### config.mk
export PLATFORM = sky130hd
export DESIGN_NAME = lvds_rx_sched_flat
export DESIGN_NICKNAME = d
export VERILOG_FILES = /design/src/rtl/lvds_rx_sched_if.sv /design/src/rtl/lvds_rx_sched.sv /design/src/flat_wrapper.sv
export SDC_FILE = /design/constraint.sdc
export NUM_CORES = 1
export LEC_CHECK = 0
export BUFFER_PORTS_ARGS = -buffer_cell sky130_fd_sc_hd__buf_2
export CAP_MARGIN = 20
export CORE_MARGIN = 2
export CORE_UTILIZATION = 44
export CTS_CLUSTER_DIAMETER = 150
export CTS_CLUSTER_SIZE = 25
export DETAILED_ROUTE_END_ITERATION = 12
export GPL_TIMING_DRIVEN = 1
export PLACE_DENSITY = 0.7
export SLEW_MARGIN = 10
export SYNTH_ARGS = -nofsm -noshare
export SYNTH_HDL_FRONTEND = slang
export SYNTH_SLANG_ARGS = --single-unit
### constraint.sdc
create_clock -name i_ddr_clk -period 2.8 [get_ports i_ddr_clk]
set_input_delay 0.28 -clock i_ddr_clk [delete_from_list [all_inputs] [get_ports i_ddr_clk]]
set_output_delay 0.28 -clock i_ddr_clk [all_outputs]
set_load 0.03 [all_outputs]
### src/rtl/lvds_rx_sched_if.sv
// Bundles the two deserializer word streams with the RX FIFO write port.
interface lvds_rx_sched_if;
    logic        i_ch0_valid;
    logic [31:0] i_ch0_data;
    logic        i_ch1_valid;
    logic [31:0] i_ch1_data;
    logic        i_fifo_full;
    logic        o_fifo_push;
    logic [31:0] o_fifo_data;

    modport master (
        output i_ch0_valid, i_ch0_data,
        output i_ch1_valid, i_ch1_data,
        output i_fifo_full,
        input  o_fifo_push, o_fifo_data
    );

    modport slave (
        input  i_ch0_valid, i_ch0_data,
        input  i_ch1_valid, i_ch1_data,
        input  i_fifo_full,
        output o_fifo_push, o_fifo_data
    );
endinterface

### src/rtl/lvds_rx_sched.sv
// LVDS RX scheduler: channel select, receiver reset control, sync-loss watchdog.
// Define LVDS_RX_SCHED_TAG_EN to carry the source channel in o_fifo_data[30].
module lvds_rx_sched #(
    parameter int TIMEOUT    = 256,
    parameter int RST_CYCLES = 8,
    parameter int BURST      = 1024,
    parameter int CNT_W      = 16
) (
    input  logic             i_ddr_clk,
    input  logic             i_reset,
    input  logic [1:0]       i_mode,
    input  logic             i_clear_status,
    lvds_rx_sched_if.slave   bus,
    output logic [1:0]       o_rx_reset,
    output logic             o_ch_sel,
    output logic             o_active,
    output logic             o_sync_lost,
    output logic [CNT_W-1:0] o_drop_cnt
);
    localparam int WD_W = $clog2(TIMEOUT + 1);
    localparam int RC_W = $clog2(RST_CYCLES + 1);
    localparam int BU_W = $clog2(BURST + 1);

    typedef enum logic [1:0] {
        S_OFF   = 2'd0,
        S_RESET = 2'd1,
        S_RUN   = 2'd2
    } state_t;

    state_t            state, state_d;
    logic [1:0]        mode_q, mode_d;
    logic              sel_q, sel_d;
    logic [WD_W-1:0]   wd_cnt, wd_d;
    logic [RC_W-1:0]   rst_cnt, rst_d;
    logic [BU_W-1:0]   burst_cnt, burst_d;
    logic              set_lost;
    logic              sync_q;
    logic [CNT_W-1:0]  drop_q;
    logic              push_q;
    logic [31:0]       data_q;

    logic              sel_valid;
    logic [31:0]       sel_data;
    logic [31:0]       word;
    logic              running;
    logic              accept;
    logic              drop;
    logic              mode_chg;
    logic              alt;

    assign sel_valid = sel_q ? bus.i_ch1_valid : bus.i_ch0_valid;
    assign sel_data  = sel_q ? bus.i_ch1_data  : bus.i_ch0_data;
    assign running   = (state == S_RUN);
    assign accept    = running && sel_valid && !bus.i_fifo_full;
    assign drop      = running && sel_valid &&  bus.i_fifo_full;
    assign mode_chg  = (i_mode != mode_q);
    assign alt       = (mode_q == 2'b11);

`ifdef LVDS_RX_SCHED_TAG_EN
    assign word = {sel_data[31], sel_q, sel_data[29:0]};
`else
    assign word = sel_data;
`endif

    always_ff @(posedge i_ddr_clk) begin
        if (i_reset) begin
            state     <= S_OFF;
            mode_q    <= 2'b00;
            sel_q     <= 1'b0;
            wd_cnt    <= '0;
            rst_cnt   <= '0;
            burst_cnt <= '0;
        end else begin
            state     <= state_d;
            mode_q    <= mode_d;
            sel_q     <= sel_d;
            wd_cnt    <= wd_d;
            rst_cnt   <= rst_d;
            burst_cnt <= burst_d;
        end
    end

    always_comb begin
        state_d  = state;
        mode_d   = mode_q;
        sel_d    = sel_q;
        wd_d     = wd_cnt;
        rst_d    = rst_cnt;
        burst_d  = burst_cnt;
        set_lost = 1'b0;
        unique case (state)
            S_OFF: begin
                mode_d = 2'b00;
                if (i_mode != 2'b00) begin
                    mode_d  = i_mode;
                    sel_d   = (i_mode == 2'b10);
                    state_d = S_RESET;
                    rst_d   = '0;
                    wd_d    = '0;
                    burst_d = '0;
                end
            end
            S_RESET, S_RUN: begin
                if (mode_chg) begin
                    // Mode change outranks timeout and burst switching
                    mode_d  = i_mode;
                    rst_d   = '0;
                    wd_d    = '0;
                    burst_d = '0;
                    if (i_mode == 2'b00) begin
                        state_d = S_OFF;
                    end else begin
                        sel_d   = (i_mode == 2'b10);
                        state_d = S_RESET;
                    end
                end else if (state == S_RESET) begin
                    if (rst_cnt == RC_W'(RST_CYCLES - 1)) begin
                        state_d = S_RUN;
                    end else begin
                        rst_d = rst_cnt + 1'b1;
                    end
                end else if (!sel_valid && wd_cnt == WD_W'(TIMEOUT - 1)) begin
                    set_lost = 1'b1;
                    state_d  = S_RESET;
                    rst_d    = '0;
                    wd_d     = '0;
                    burst_d  = '0;
                    if (alt) begin
                        sel_d = ~sel_q;
                    end
                end else begin
                    wd_d = sel_valid ? '0 : wd_cnt + 1'b1;
                    if (accept && alt) begin
                        if (burst_cnt == BU_W'(BURST - 1)) begin
                            sel_d   = ~sel_q;
                            burst_d = '0;
                        end else begin
                            burst_d = burst_cnt + 1'b1;
                        end
                    end
                end
            end
            default: state_d = S_OFF;
        endcase
    end

    always_ff @(posedge i_ddr_clk) begin
        if (i_reset) begin
            push_q <= 1'b0;
            data_q <= '0;
        end else begin
            push_q <= accept;
            if (accept) begin
                data_q <= word;
            end
        end
    end

    // A set event in the same cycle as a clear must win
    always_ff @(posedge i_ddr_clk) begin
        if (i_reset) begin
            sync_q <= 1'b0;
            drop_q <= '0;
        end else begin
            if (set_lost) begin
                sync_q <= 1'b1;
            end else if (i_clear_status) begin
                sync_q <= 1'b0;
            end
            if (i_clear_status) begin
                drop_q <= drop ? CNT_W'(1) : '0;
            end else if (drop && !(&drop_q)) begin
                drop_q <= drop_q + 1'b1;
            end
        end
    end

    always_comb begin
        o_rx_reset = 2'b11;
        unique case (state)
            S_OFF:   o_rx_reset = 2'b11;
            S_RESET: o_rx_reset = sel_q ? {1'b1, !alt} : {!alt, 1'b1};
            S_RUN:   o_rx_reset = alt ? 2'b00 : (sel_q ? 2'b01 : 2'b10);
            default: o_rx_reset = 2'b11;
        endcase
    end

    assign bus.o_fifo_push = push_q;
    assign bus.o_fifo_data = data_q;
    assign o_ch_sel        = sel_q;
    assign o_active        = running;
    assign o_sync_lost     = sync_q;
    assign o_drop_cnt      = drop_q;
endmodule

### src/flat_wrapper.sv
// flat-port wrapper written by rule: the top's interface ports become plain ports
module lvds_rx_sched_flat 
#(
    parameter int TIMEOUT    = 256,
    parameter int RST_CYCLES = 8,
    parameter int BURST      = 1024,
    parameter int CNT_W      = 16
)
  (i_ddr_clk, i_reset, i_mode, i_clear_status, o_rx_reset, o_ch_sel, o_active, o_sync_lost, o_drop_cnt, bus_i_ch0_valid, bus_i_ch0_data, bus_i_ch1_valid, bus_i_ch1_data, bus_i_fifo_full, bus_o_fifo_push, bus_o_fifo_data);
  lvds_rx_sched_if bus_i ();
  input  logic i_ddr_clk;
  input  logic i_reset;
  input  logic [1:0] i_mode;
  input  logic i_clear_status;
  output logic [1:0] o_rx_reset;
  output logic o_ch_sel;
  output logic o_active;
  output logic o_sync_lost;
  output logic [CNT_W-1:0] o_drop_cnt;
  input wire logic [$bits(bus_i.i_ch0_valid)-1:0] bus_i_ch0_valid;
  input wire logic [$bits(bus_i.i_ch0_data)-1:0] bus_i_ch0_data;
  input wire logic [$bits(bus_i.i_ch1_valid)-1:0] bus_i_ch1_valid;
  input wire logic [$bits(bus_i.i_ch1_data)-1:0] bus_i_ch1_data;
  input wire logic [$bits(bus_i.i_fifo_full)-1:0] bus_i_fifo_full;
  output wire logic [$bits(bus_i.o_fifo_push)-1:0] bus_o_fifo_push;
  output wire logic [$bits(bus_i.o_fifo_data)-1:0] bus_o_fifo_data;
  assign bus_i.i_ch0_valid = bus_i_ch0_valid;
  assign bus_i.i_ch0_data = bus_i_ch0_data;
  assign bus_i.i_ch1_valid = bus_i_ch1_valid;
  assign bus_i.i_ch1_data = bus_i_ch1_data;
  assign bus_i.i_fifo_full = bus_i_fifo_full;
  assign bus_o_fifo_push = bus_i.o_fifo_push;
  assign bus_o_fifo_data = bus_i.o_fifo_data;
  lvds_rx_sched #(.TIMEOUT(TIMEOUT), .RST_CYCLES(RST_CYCLES), .BURST(BURST), .CNT_W(CNT_W)) u_core (.i_ddr_clk(i_ddr_clk), .i_reset(i_reset), .i_mode(i_mode), .i_clear_status(i_clear_status), .bus(bus_i), .o_rx_reset(o_rx_reset), .o_ch_sel(o_ch_sel), .o_active(o_active), .o_sync_lost(o_sync_lost), .o_drop_cnt(o_drop_cnt));
endmodule
# After elaboration in Yosys (flattened, before gate mapping)

Index checks and enable logic that the tools add are counted.

Add/sub/neg operators: 4
Equality and inequality tests: 18
Multiplexer cells: 53
Bitwise logic cells: 1
Reduce and logical (&&, ||, !) cells: 24

Operators by type and width:

| operator                                               | number |
|---|---|
| 2-to-1 mux 11 bit                                      | 6 |
| 2-to-1 mux 9 bit                                       | 5 |
| 2-to-1 mux 16 bit                                      | 2 |
| 2-to-1 mux 32 bit                                      | 1 |
| case mux 11 bit (2 select lines)                       | 1 |
| 2-to-1 mux 2 bit                                       | 10 |
| 2-to-1 mux 4 bit                                       | 5 |
| case mux 9 bit (2 select lines)                        | 1 |
| 2-to-1 mux 1 bit                                       | 17 |
| adder 16 x 1 -> 16 bit (second input constant)         | 1 |
| AND reduction 16 bit                                   | 1 |
| inequality test 4 x 1 -> 1 bit (second input constant) | 3 |
| case mux 2 bit (2 select lines)                        | 3 |
| adder 11 x 1 -> 11 bit (second input constant)         | 1 |
| == test 11 x 10 -> 1 bit (second input constant)       | 1 |
| adder 9 x 1 -> 9 bit (second input constant)           | 1 |
| == test 9 x 8 -> 1 bit (second input constant)         | 1 |
| inequality test 4 x 3 -> 1 bit (second input constant) | 2 |
| case mux 4 bit (2 select lines)                        | 1 |
| AND reduction 4 bit                                    | 2 |
| nonzero test 2 bit                                     | 4 |
| AND reduction 7 bit                                    | 1 |
| == test 2 bit (second input constant)                  | 3 |
| logical AND 1 bit                                      | 6 |
| 15 further kinds                                       | 21 |

Flip-flop bits (word level): 79
Input bits: 72
Output and inout bits: 54
Logic and storage cells: 110

# Logic depth before layout (Yosys ltp)

Depth after elaboration: 9
Depth in mapped cells: 10

# Least setup slack after synthesis

OpenSTA, ideal clock, no wires.

Path type: register -> output
Start point: reg u_core.sel_q (netlist: u_core.o_ch_sel)
End point: out o_rx_reset[0]
Arrival: 2120 ps
Setup slack: 400 ps
Cell stages (with the launch flop): 6
Cell sequence: dfxtp_1 buf_2 buf_2 buf_1 a21oi_1 o21ai_0

Longest elaborated chain between the ends: 3

Ends and longest elaborated chain:

| element                             | line                 | source |
|---|---|---|
| start: declaration                  | lvds_rx_sched.sv:32  | `logic sel_q, sel_d;` |
| start signal: assignment            | lvds_rx_sched.sv:76  | `sel_q <= sel_d;` |
| 2-to-1 mux 2 bit (2 in a row)       | lvds_rx_sched.sv:183 | `S_RUN: o_rx_reset = alt ? 2'b00 : (sel_q ? 2'b01 : 2'b10);` |
| case mux 2 bit (2 select lines) (*) | lvds_rx_sched.sv:180 | `unique case (state)` |
| end: declaration                    | flat_wrapper.sv:15   | `output logic [1:0] o_rx_reset;` |

Mark *: on every way between the ends. The rest lies on a longest branch, timed or not.

# Worst setup path after layout

Start point: reg u_core.wd_cnt[3]
End point: reg u_core.rst_cnt[0]

Longest elaborated chain between the ends: 4

Ends and longest elaborated chain:

| element                                  | line                 | source |
|---|---|---|
| start: declaration                       | lvds_rx_sched.sv:33  | `logic [WD_W-1:0] wd_cnt, wd_d;` |
| start signal: assignment                 | lvds_rx_sched.sv:77  | `wd_cnt <= wd_d;` |
| == test 9 x 8 -> 1 bit                   | lvds_rx_sched.sv:122 | `end else if (!sel_valid && wd_cnt == WD_W'(TIMEOUT - 1)) begin` |
| logical AND 1 bit                        | lvds_rx_sched.sv:122 |  |
| inequality test 4 x 1 -> 1 bit (no line) | --                   |  |
| AND reduction 4 bit (no line)            | --                   |  |
| end signal: assignment                   | lvds_rx_sched.sv:78  | `rst_cnt <= rst_d;` |
| end: declaration                         | lvds_rx_sched.sv:34  | `logic [RC_W-1:0] rst_cnt, rst_d;` |

Every way passes these cells.
A chain may end at the register's enable or synchronous reset.

==> flow_metrics.tcl <==
set metrics [dict create \
    outcome "finished clean" \
    hold_class "in -> reg" \
    path_class "reg -> reg" \
    ff2ff_setup_slack_ps 360 \
    fin_crit_ps 2440 \
    postCtsHoldBufs 0 \
    r2r-start "u_core.wd_cnt[3]" \
    rsz0062_at_grt "false" \
    grt_pass1_wl_um 16100 \
    wire_per_inst_um 14.0 \
    post_cts_buffers 0 \
    viasPerCell 5.44 \
    min_from "bus_i_fifo_full" \
    netlist_area_um2 4010 \
    drtPass1Iterations 4 \
    endpoint_kind "flip-flop" \
    grt_max_degree 65 \
    synth_edf_count 0 \
    clk_latency_ps 350 \
    worst_clock_skew_ps 9.25 \
    setup_viol 0 \
    min_to "u_core.bus.o_fifo_push" \
    path_max_fanout 15 \
    dp_hpwl_um 7030 \
    antenna_found_initial 0 \
    via_count 3694 \
    whs_ps 195 \
    die_area_um2 9880 \
    cts_root_buf "clkbuf_8" \
    core_um2 8760 \
    cp_top_family "compound AO/OA/AOI/OAI gates" \
    worst_pin_slew_ps 830 \
    powerDensity_nw_per_um2 587 \
    clock_tree.buffer_depth 2 \
    r2r-end "u_core.rst_cnt[0]" \
    cts_tree "built" \
    hold_viol 0 \
    fin_area_um2 4880 \
    synth_area_per_cell_um2 8.80 \
    async_reset_ff_frac 0 \
    antenna_left 0 \
    path_buf_inv 1 \
    nets 647 \
    grt_usage 0.199 \
    placed_area_um2 4690 \
    drv_slew 0 \
    fin_crit_sh 0.870 \
    insertedDiodeCount 0 \
    layout.cells.non_filler 679 \
    synth-main-ff-cell "dfxtp_1" \
    critPathLaunchType "flip-flop" \
    cp.required_ps 3050 \
    crit_path_top_delay_cell "o21ai_0" \
    drive_above_1_share 0.287 \
    synth_cell_type_count 50 \
    synth_cells 455 \
    dieHeight_um 99.4 \
    slew_headroom 0.445 \
    p_leak_nw 1.89 \
    whs_path_depth 2 \
    use_met2 0.345 \
    wirelength_um 9520 \
    die_w_um 99.4 \
    ys_seq_area_frac 0.395 \
    synth_seq_cells 79 \
    clkSinkCount 79 \
    cpPeakStageDelay_ps 430 \
    use_met3 0.0569 \
    port_buffers 125 \
    fmax_ghz 0.410 \
    max-cap-violations 0 \
    dr.first_iter.drc_count 171 \
    dp.cells 663 \
    ir_drop_v 0.000235 \
    arrival_ps 2690 \
    syn_nets 536 \
    syn2layout_area_growth_pct 21.9 \
    clk_pin_slew_ps 80 \
    fin_tns_setup_ps 0 \
    htree_levels 3 \
    drc 0 \
    ioPinCount 126 \
    r2r_cells 9 \
    yosysWarningCount 0 \
    grt.overflow.total 0 \
    grt_pass1_vias 3549 \
    worstPathCellList "and4_1, and2_1, and3_1, ha_1, inv_1, o2111ai_4, o21ai_0, nor2_1, a211oi_1" \
    initial_core_util 0.457 \
    cts_inserted_buffers 9 \
    busiest_layer "met2" \
    gp_congestion 0.822 \
    rows 34 \
    grt_use_met1 0.240 \
]
timing repair:
item	4_1_cts	5_1_grt
resized for setup	0	1
endpoints found under the hold margin	0	0
endpoints found under the setup margin	0	12
cell type report:
cell class | instances | area, um2
Sequential cell | 79 | 1580
Clock inverter | 7 | 53.8
Multi-Input combinational cell | 332 | 2260
Tap cell | 108 | 135
Fill cell | 847 | 3880
Timing Repair Buffer | 132 | 678
Clock buffer | 9 | 124
Inverter | 12 | 45.0
power breakdown:
group | leakage (nW) | switching [mW] | internal, mW
Sequential | 0.638 | 0.0623 | 1.17
Clock | 0.0827 | 0.446 | 0.329
Combinational | 1.17 | 0.515 | 0.340
sequential cells by signal (all words and copies together) (netlist names):
name                    flops
u_core.bus.o_fifo_data     32
u_core.state                2
u_core.rst_cnt              4
u_core.o_sync_lost          1
u_core.wd_cnt               9
u_core.burst_cnt           11
u_core.bus.o_fifo_push      1
u_core.mode_q               2
u_core.o_drop_cnt          16
u_core.o_ch_sel             1
cells in the final DEF, fill, tap and decap left out, drive strengths merged, types with 2 or more instances in the layout:
| cell type | n |
|---|---|
| nor2 | 83 |
| nor4 | 3 |
| a211oi | 38 |
| nand2 | 17 |
| ha | 9 |
| a2111oi | 7 |
| dfxtp | 79 |
| clkinvlp | 3 |
| or2 | 2 |
| o2111ai | 4 |
| nor2b | 3 |
| o21ai | 10 |
| a41oi | 2 |
| nor3 | 7 |
| xor2 | 12 |
| o211ai | 7 |
| and3 | 9 |
| xnor2 | 19 |
| buf | 132 |
| a31oi | 2 |
| and4 | 3 |
| o21a | 2 |
| nand4 | 12 |
| a21o | 4 |
| mux2i | 36 |
| nand3 | 13 |
| a311oi | 3 |
| inv | 15 |
| clkbuf | 9 |
| a21oi | 11 |
| a31o | 2 |
| nor3b | 2 |
routing by layer:
metal / part of all wire / wire length, um
met5: 0 / 0
met4: 0.0098 / 93
met3: 0.058 / 555
met2: 0.49 / 4620
met1: 0.45 / 4250
worst max-delay path by stage:
stage,startpoint,to,cells after the start
4_1_cts,u_core.wd_cnt[2],u_core.burst_cnt[3],9
6_report,u_core.wd_cnt[3],u_core.rst_cnt[0],9
3_5_place_dp,u_core.wd_cnt[2],u_core.burst_cnt[3],9
3_3_place_gp,u_core.wd_cnt[2],u_core.burst_cnt[4],9
2_1_floorplan,u_core.o_ch_sel,o_rx_reset[0],5
5_1_grt,u_core.wd_cnt[2],u_core.burst_cnt[6],9
worst register-to-register path, stage by stage, from the launching register on:
cell       delay, ps
dfxtp_1          340
and4_1           200
and2_1           170
and3_1           180
ha_1             210
inv_1            120
o2111ai_4        290
o21ai_0          440
nor2_1           100
a211oi_1         290
cells in the mapped netlist, types with 3 or more instances:
cell type | number | area, um2
clkbuf_1 | 22 | 82.6
o2111ai_1 | 3 | 26.3
a2111oi_1 | 6 | 60.1
a211oi_1 | 38 | 285
nor2_1 | 83 | 312
buf_2 | 5 | 25.0
nand2_1 | 17 | 63.8
o21ai_0 | 10 | 50.1
xor2_1 | 12 | 105
a21o_1 | 4 | 30.0
inv_1 | 12 | 45.0
and4_1 | 3 | 26.3
nor3_1 | 7 | 35.0
nand4_1 | 12 | 75.1
nand3_1 | 13 | 65.1
mux2i_1 | 36 | 360
a21oi_1 | 11 | 55.1
and3_1 | 9 | 56.3
dfxtp_1 | 79 | 1580
xnor2_1 | 17 | 149
o211ai_1 | 6 | 45.0
buf_1 | 3 | 11.3
ha_1 | 9 | 113
nor2b_1 | 3 | 18.8
kinds of logic (layout without fill, tap and decap cells):
family	count (synthesis)	after routing	synth area share
AND/OR/NAND/NOR	159	159	0.186
AO/OA/AOI/OAI	96	96	0.181
flip-flops	79	79	0.395
buffers and inverters	44	160	0.0447
multiplexers	37	37	0.0937
XOR/XNOR	31	31	0.0715
adder cells (fa/ha/maj)	9	9	0.0281
stage by stage:
step | util | worst slack (ps) | total power [mW]
after floorplan | - | 400 | 1.91
after global placement | 0.536 | 326 | 2.07
after detailed placement | 0.536 | 236 | 2.10
after CTS | 0.556 | 222 | 2.88
after global routing | 0.557 | 103 | 3.03
final | 0.557 | 363 | 2.86
No activity file was read; power rests on OpenSTA's default activity.
